**src/rtl/tinyqv_irq_ctrl.sv**
```systemverilog
// Interrupt controller for the TinyQV nibble-serial core: mie/mip/trigger-mode
// CSRs accessed one nibble per sub-cycle, with fixed-priority cause selection.
module tinyqv_irq_ctrl #(
    parameter int          NUM_IRQ      = 4,
    parameter logic [15:0] EDGE_DEFAULT = 16'h0003,
    parameter bit          AUTO_CLEAR   = 1'b1
) (
    input  logic               clk,
    input  logic               rst,
    input  logic [2:0]         counter,
    input  logic [NUM_IRQ-1:0] irq_in,
    input  logic [11:0]        csr_addr,
    input  logic [1:0]         csr_op,
    input  logic [3:0]         csr_wdata,
    output logic [3:0]         csr_rdata,
    output logic               csr_hit,
    input  logic               global_enable,
    input  logic               irq_ack,
    output logic               irq_pending,
    output logic [4:0]         taken_cause
);

    localparam logic [11:0] ADDR_MIE  = 12'h304;
    localparam logic [11:0] ADDR_MIP  = 12'h344;
    localparam logic [11:0] ADDR_MODE = 12'h7C0;

    localparam logic [1:0] OP_NONE  = 2'b00;
    localparam logic [1:0] OP_WRITE = 2'b01;
    localparam logic [1:0] OP_SET   = 2'b10;
    localparam logic [1:0] OP_CLEAR = 2'b11;

    logic [NUM_IRQ-1:0] sync1_q;
    logic [NUM_IRQ-1:0] sync2_q;
    logic [NUM_IRQ-1:0] sdly_q;
    logic [NUM_IRQ-1:0] pend_q, pend_d;
    logic [NUM_IRQ-1:0] mie_q, mie_d;
    logic [NUM_IRQ-1:0] mode_q, mode_d;
    logic [4:0]         cause_q, cause_d;

    logic [NUM_IRQ-1:0] rise;
    logic [NUM_IRQ-1:0] eff_pend;
    logic [NUM_IRQ-1:0] active;
    logic               any_active;
    logic [3:0]         sel;
    logic               op_live;
    logic               is_mie;
    logic               is_mip;
    logic               is_mode;
    logic               ack_now;
    logic               ack_clear;
    logic [31:0]        mie_word;
    logic [31:0]        mip_word;
    logic [31:0]        mode_word;
    logic [31:0]        rd_word;

    function automatic logic apply_op(input logic [1:0] op, input logic cur, input logic wd);
        logic res;
        case (op)
            OP_WRITE: res = wd;
            OP_SET:   res = cur | wd;
            OP_CLEAR: res = cur & ~wd;
            default:  res = cur;
        endcase
        return res;
    endfunction

    // Edge lines report their latched bit; level lines report the synchronised input directly.
    always_comb begin
        rise       = sync2_q & ~sdly_q;
        eff_pend   = (mode_q & pend_q) | (~mode_q & sync2_q);
        active     = eff_pend & mie_q;
        any_active = |active;
        sel        = 4'd0;
        for (int i = NUM_IRQ - 1; i >= 0; i--) begin
            if (active[i]) begin
                sel = 4'(i);
            end
        end
        irq_pending = global_enable & any_active;
    end

    always_comb begin
        is_mie    = (csr_addr == ADDR_MIE);
        is_mip    = (csr_addr == ADDR_MIP);
        is_mode   = (csr_addr == ADDR_MODE);
        csr_hit   = is_mie | is_mip | is_mode;
        op_live   = (csr_op != OP_NONE);
        ack_now   = irq_ack & (counter == 3'd0);
        ack_clear = ack_now & AUTO_CLEAR & any_active;
    end

    always_comb begin
        mie_d   = mie_q;
        mode_d  = mode_q;
        pend_d  = pend_q;
        cause_d = cause_q;
        for (int i = 0; i < NUM_IRQ; i++) begin
            if (is_mie && op_live && counter == 3'(4 + i / 4)) begin
                mie_d[i] = apply_op(csr_op, mie_q[i], csr_wdata[i % 4]);
            end
            if (is_mip && op_live && mode_q[i] && counter == 3'(4 + i / 4)) begin
                pend_d[i] = apply_op(csr_op, pend_q[i], csr_wdata[i % 4]);
            end
            if (is_mode && op_live && counter == 3'(i / 4)) begin
                mode_d[i] = apply_op(csr_op, mode_q[i], csr_wdata[i % 4]);
            end
            if (ack_clear && mode_q[i] && sel == 4'(i)) begin
                pend_d[i] = 1'b0;
            end
        end
        // Level lines never hold a latched bit; a hardware edge overrides any clear this cycle.
        pend_d = (pend_d & mode_d) | (rise & mode_d);
        if (ack_now) begin
            cause_d = {1'b1, sel};
        end
    end

    always_ff @(posedge clk or posedge rst) begin
        if (rst) begin
            sync1_q <= '0;
            sync2_q <= '0;
            sdly_q  <= '0;
            pend_q  <= '0;
            mie_q   <= '0;
            mode_q  <= EDGE_DEFAULT[NUM_IRQ-1:0];
            cause_q <= 5'd0;
        end else begin
            sync1_q <= irq_in;
            sync2_q <= sync1_q;
            sdly_q  <= sync2_q;
            pend_q  <= pend_d;
            mie_q   <= mie_d;
            mode_q  <= mode_d;
            cause_q <= cause_d;
        end
    end

    always_comb begin
        mie_word                  = '0;
        mip_word                  = '0;
        mode_word                 = '0;
        mie_word[16 +: NUM_IRQ]   = mie_q;
        mip_word[16 +: NUM_IRQ]   = eff_pend;
        mode_word[0 +: NUM_IRQ]   = mode_q;
        case (csr_addr)
            ADDR_MIE:  rd_word = mie_word;
            ADDR_MIP:  rd_word = mip_word;
            ADDR_MODE: rd_word = mode_word;
            default:   rd_word = '0;
        endcase
        csr_rdata = rd_word[{counter, 2'b00} +: 4];
    end

    assign taken_cause = cause_q;

endmodule

```
**config.mk**
```make
export PLATFORM = sky130hd
export DESIGN_NAME = tinyqv_irq_ctrl
export DESIGN_NICKNAME = d
export VERILOG_FILES = /design/src/rtl/tinyqv_irq_ctrl.sv
export SDC_FILE = /design/constraint.sdc
export NUM_CORES = 1
export LEC_CHECK = 0
export CORE_UTILIZATION = 48
export DETAILED_ROUTE_END_ITERATION = 6
export GPL_TIMING_DRIVEN = 0
export PLACE_DENSITY_LB_ADDON = 0.12
export SLEW_MARGIN = 20
export SYNTH_ARGS = -nofsm -noshare
export SYNTH_HDL_FRONTEND = slang
export SYNTH_SLANG_ARGS = --single-unit
```
**constraint.sdc**
```tcl
create_clock -name clk -period 3.6 [get_ports clk]
set_clock_uncertainty 0.05 [all_clocks]
set_input_delay 1.08 -clock clk [delete_from_list [all_inputs] [get_ports clk]]
set_output_delay 1.08 -clock clk [all_outputs]
set_load 0.01 [all_outputs]
```
==> metrics, run 1 <==
status=finished, violations left; violations in the final reports=setup timing; cell taking the most area after synthesis=dfrtp_1; final hold vios=0; Netlist cell types=46; Clk Tree Root Cell=clkbuf_4; Async SR Flop Fraction=between 90% and 100%; fin nets=between 200 and 250; detailed-route DRC error count=0; ANT nets after route=0; crit end category=primary output; grt ovf=0; share of layout cells above drive strength 1=a little under a third; number of synthesized flops with an enable pin=0; Leak Pwr=around 0.9 nW; FF+latch area=about 680 sq um; Die Footprint=3380 sq um; CP Launch Type=primary input; row count=20; fin crit period=between 3000 and 4000 ps; cts bufs inserted=3; vias in the first global route=1442; Skew-Pair Late Insertion Delay=340 ps; Syn Inst Count=roughly 150; Power Density=318 nW/um^2; classification of the worst-slack hold path=reg -> reg; worst reg2reg startpoint=mode_q[0]; gpl congestion=about 0.85; maximum vdd drop=281 uV; max_slew headroom=between 60% and 70%; critical path type=in -> out; Fmax=273 MHz; first-pass GRT wire length=around 6300 um; critical path arrival=2530 ps; post-synth top area share=approximately two fifths; CTS hold repair buffers=0; mapped cell area=1510 sq um; Area growth syn-to-layout=37.5%; via/cell ratio=5.84; drt initial violations=54; placed cells=233; setup ws final=-62.4 ps; Final Cycle Share=102%; Crit path required time=2470 ps; Setup Viol. Count Final=4; io pins=40; CTS tree=built; total global-route track usage=around a quarter; largest net degree at the start of global routing=28; width of the die=58.1 um; CTS Sinks=27; most frequent cell after synthesis=dfrtp_1; Syn Area/Cell=around 10 sq um; Commonest cells post-synth=25 x dfrtp_1, 23 x nand2_1, 10 x o21ai_0; pre-CTS setup slack=-1070 ps; I/O Buffers=36; 1st-pass router iterations=4; initial core utilization=between 40 and 50%; synthesis-stage register bit count=27; worst-margin pin slew=552 ps; antenna cell count=0; Fill cells=~260; RSZ-0062 raised after global routing=true; DP HPWL=2820 um; initial antenna violation count=0; multi-input logic area=851 sq um; Top FF cell, synth=dfrtp_1; Clock Tree Buf Depth=2; worst hold start=sync1_q[3]; Synth Warn #=0; Synth area leaders=dfrtp_1 41%, nand2_1 5.7%, nor4_4 4.2%; beginning of the critical path=csr_addr[6]; via count=1448; final std cells w/o fill=around 250; H-tree depth=1; core area=3030 sq um; WL/cell=~16 um; sequential fraction of the synthesis area=between 40% and 50%; crit path max fanout=5; Reg clk slew, reported paths=140 ps; WL final=around 3900 um; final slew viol count=0; Max Cap Viol=0; chip height=58.1 um
## layout by cell type (no fill, tap or decap), drive strengths merged, types with 3 or more instances in the layout
| cell type | synthesis | routed |
|---|---|---|
| dfrtp | 25 | 25 |
| buf | 3 | 25 |
| nand2 | 23 | 23 |
| clkdlybuf4s50 | 0 | 16 |
| o21ai | 10 | 10 |
| inv | 7 | 8 |
| clkbuf | 2 | 7 |
| a31oi | 6 | 6 |
| nand2b | 5 | 5 |
| nand3 | 5 | 5 |
| nand4 | 5 | 5 |
| dlygate4sd2 | 0 | 5 |
| a21oi | 5 | 5 |
| mux2 | 4 | 4 |
| a22oi | 4 | 4 |
| nand3b | 4 | 4 |
| o211ai | 4 | 4 |
| nor2 | 3 | 3 |
| nor4 | 3 | 3 |
| xnor2 | 3 | 3 |
| and2 | 3 | 3 |
## critical path, cell delays in order
cell and delay, ps:
buf_8 100, or4bb_4 540, nor4_4 280, buf_6 170, a22oi_2 70, o21ai_1 140
buf_2 150
## sequential cells by signal, summed over array words and instances, names as in the netlist
register / count
taken_cause: 3
mode_q: 4
mie_q: 4
pend_q: 4
sdly_q: 4
sync2_q: 4
sync1_q: 4
## path summary, 6_finish.rpt
check,slack [ps],endpoint,cells past startpoint
max,-60,csr_rdata[3],7
min,320,sync2_q[3],0
max reg2reg,1650,pend_q[2],5
min reg2reg,320,sync2_q[3],0
max in group asynchronous,2090,mode_q[0],2
min in group asynchronous,1030,pend_q[1],2
## power by group
group | leakage (nW) | total, mW | internal [mW] | switching [mW]
logic | 0.553 | 0.147 | 0.0739 | 0.0730
registers | 0.321 | 0.371 | 0.335 | 0.0361
clock network | 0.0183 | 0.142 | 0.0454 | 0.0965
total | 0.892 | 0.660 | 0.455 | 0.206
## final cells by class
type	instances	area share, %
sequential	27	32.6
buffer	5	1.26
multi-input combinational	114	40.9
tap	44	2.65
clock inverter	1	0.421
clock buffer	3	1.08
inverter	7	1.26
timing repair buffer	47	19.8
## cell families after synthesis
group           synth area share [%]
simple gates                    28.9
compound gates                  17.3
flops                           44.8
buf+inv                         3.47
xor+xnor                        2.32
mux                             2.98
other cells                    0.248
## layer usage
| metal | routed length, um | GRT usage [%] |
|---|---|---|
| met4 | 97 | 10.9 |
| met5 | 0 | 0 |
| met2 | 1950 | 42.4 |
| met1 | 1550 | 31.1 |
| met3 | 293 | 4.69 |
## stage by stage
step	total power [mW]	instance area (sq um)	hold slack, ps	util, %	setup TNS [ps]
5_1_grt	0.695	2080	328	68.7	-357
6_report	0.660	2080	318	68.7	-189
3_5_place_dp	0.520	1940	288	64.0	-4660
2_1_floorplan	0.442	1520	281	-	0
3_3_place_gp	0.513	1940	284	64.0	-4620
4_1_cts	0.662	2040	322	67.5	-292
## what timing repair did
item                       in CTS  in global routing
pin swaps                      18                 13
hold endpoints to repair        0                  0
setup endpoints to repair       5                  4
gates resized for setup        73                 16
setup buffers                   9                  2
No activity file was read; power rests on OpenSTA's default activity.
==> run 2: changes to the inputs <==
Settings changed: CTS_CLUSTER_SIZE set to 14.
==> results of run 2 <==
Same layout as run 1: the final DEF is identical, and so are final timing and power.
==> run 3: changes to the inputs <==
--- a/config.mk
+++ b/config.mk
@@ -6,5 +6,6 @@
 export NUM_CORES = 1
 export LEC_CHECK = 0
-export CORE_UTILIZATION = 48
+export CORE_MARGIN = 2
+export CORE_UTILIZATION = 52
 export CTS_CLUSTER_SIZE = 14
 export DETAILED_ROUTE_END_ITERATION = 6
==> constraint.sdc (replaced) <==
create_clock -name clk -period 4.7 [get_ports clk]
set_clock_uncertainty 0.05 [all_clocks]
set_input_delay 1.41 -clock clk [delete_from_list [all_inputs] [get_ports clk]]
set_output_delay 1.41 -clock clk [all_outputs]
set_load 0.05 [all_outputs]
==> run 3 against run 2 <==
The flow now finishes without violations. Routed wire length increased by 5.3%. Clock power fell by 31%. Global-route usage up 1.5 points. Sequential cell count did not move. Critical endpoint is now csr_rdata[0]. Largest cell class unchanged. Largest power group unchanged.
==> metrics, run 3 (synthesized netlist as in run 1, its figures left out) <==
gpl congestion=0.889; final slew viol count=0; reg-to-reg endpoint=pend_q[2]; most common cell after layout, fill and taps aside=dfrtp_1; Fmax=215 MHz; Final Cycle Share=98.8%; fin crit period=4640 ps; WL/cell=17.5 um; worst hold start=sync1_q[2]; chip height=57.9 um; I/O Buffers=36; highest routing layer actually used=met4; RSZ-0062 raised after global routing=false; width of the die=57.9 um; placed cells=220; CP Launch Type=primary input; antenna cell count=0; Slowest cell on crit path=or4_4; Clock Tree Buf Depth=2; final hold vios=0; CP peak stage delay=530 ps; DR WL met3=385 um; row count=19; Reg clk slew, reported paths=between 100 and 150 ps; io pins=40; beginning of the critical path=csr_addr[1]; worst-margin pin slew=946 ps; Skew-Pair Late Insertion Delay=320 ps; post-layout util=about 77%; critical path type=in -> out; max_slew headroom=36.5%; first-pass GRT wire length=6760 um; cts bufs inserted=3; drt initial violations=slightly below 70; Critical path destination=csr_rdata[0]; Max Cap Viol=0; detailed-route DRC error count=0; fin nets=approximately 230; DP HPWL=between 3000 and 4000 um; classification of the worst-slack hold path=reg -> reg; via/cell ratio=6.28; maximum vdd drop=a little under 300 uV; critical path arrival=3180 ps; CTS Sinks=27; initial antenna violation count=0; crit path max fanout=4; Cell Chain, Critical Path=clkdlybuf4s50_1 -> or4_4 -> a211oi_4 -> nand2_4 -> o21ai_4 -> buf_6; Power Total=0.521 mW; total global-route track usage=26.5%; setup ws final=55.6 ps; Clk Tree Root Cell=clkbuf_4; Setup Viol. Count Final=0; worst reg2reg path depth=5; Leak Pwr=0.915 nW; WL final=about 4000 um; grt ovf=0; pre-CTS setup slack=-946 ps; worst reg2reg startpoint=mode_q[0]; vias in the first global route=1520; Area growth syn-to-layout=41.3%; H-tree depth=1; largest net degree at the start of global routing=28; ANT nets after route=0; status=finished, final reports clean; initial core utilization=between 50 and 60%; WHS=316 ps; 1st-pass router iterations=6; Crit path required time=3240 ps; share of layout cells above drive strength 1=25.6%; crit end category=primary output; core area=2760 sq um; DR WL met2=2000 um; via count=roughly 1.5k; final std cells w/o fill=234; WHS Path Cells=0; CTS tree=built; register-to-register setup slack=around 2700 ps; post-route met1 wirelength=roughly 1600 um; Power Density=244 nW/um^2; commonest non-fill, non-tap cells in the layout=25 x dfrtp_1, 23 x clkdlybuf4s50_1, 22 x nand2_1, 9 x buf_4, 7 x buf_6; Die Footprint=about 3400 sq um
## run 3: how the worst min path moves through the flow
stage                             to  slack [ps]
after global routing      sync2_q[3]         330
final                     sync2_q[2]         320
after floorplan           sync2_q[0]         280
after CTS                 sync2_q[2]         320
after global placement    sync2_q[2]         280
after detailed placement  sync2_q[2]         280
## run 3: repair_timing
item                       in CTS  in global routing
hold buffers                    0                  0
gates resized for setup        44                  7
buffers inserted               10                  0
pin swaps                      10                  4
setup endpoints to repair       5                  4
## run 3: area by class of cell
cell class                      count  area [sq um]
Sequential cell                    27           678
Tap cell                           31          38.8
Fill cell                         199           621
Buffer                              5          26.3
Clock buffer                        3          22.5
Clock inverter                      1          5.00
Multi-Input combinational cell    114           886
Timing Repair Buffer               46           454
Inverter                            7          26.3
## run 3: power by group
| part | total (mW) | switching [mW] | internal (mW) |
|---|---|---|---|
| clock | 0.0981 | 0.0662 | 0.0319 |
| combinational | 0.138 | 0.0813 | 0.0571 |
| sequential | 0.285 | 0.0279 | 0.257 |
| total | 0.521 | 0.175 | 0.346 |
## run 3: through the flow
stage | setup TNS, ps | area [sq um]
floorplan | 0 | 1580
global placement | -4010 | 1980
detailed placement | -4160 | 1980
CTS | 0 | 2110
global route | 0 | 2140
finish | 0 | 2140
## run 3: per-layer routing
metal,vias to the layer above,GRT usage (%)
li1,666,-
met2,81,46.3
met1,707,32.7
met4,0,9.97
met5,-,0
met3,15,4.91
## run 3: critical path: cells and delay by family
kind                   cells  cell delay [ps]
AND/OR/NAND/NOR            2              680
buffers and inverters      2              600
AO/OA/AOI/OAI              2              490
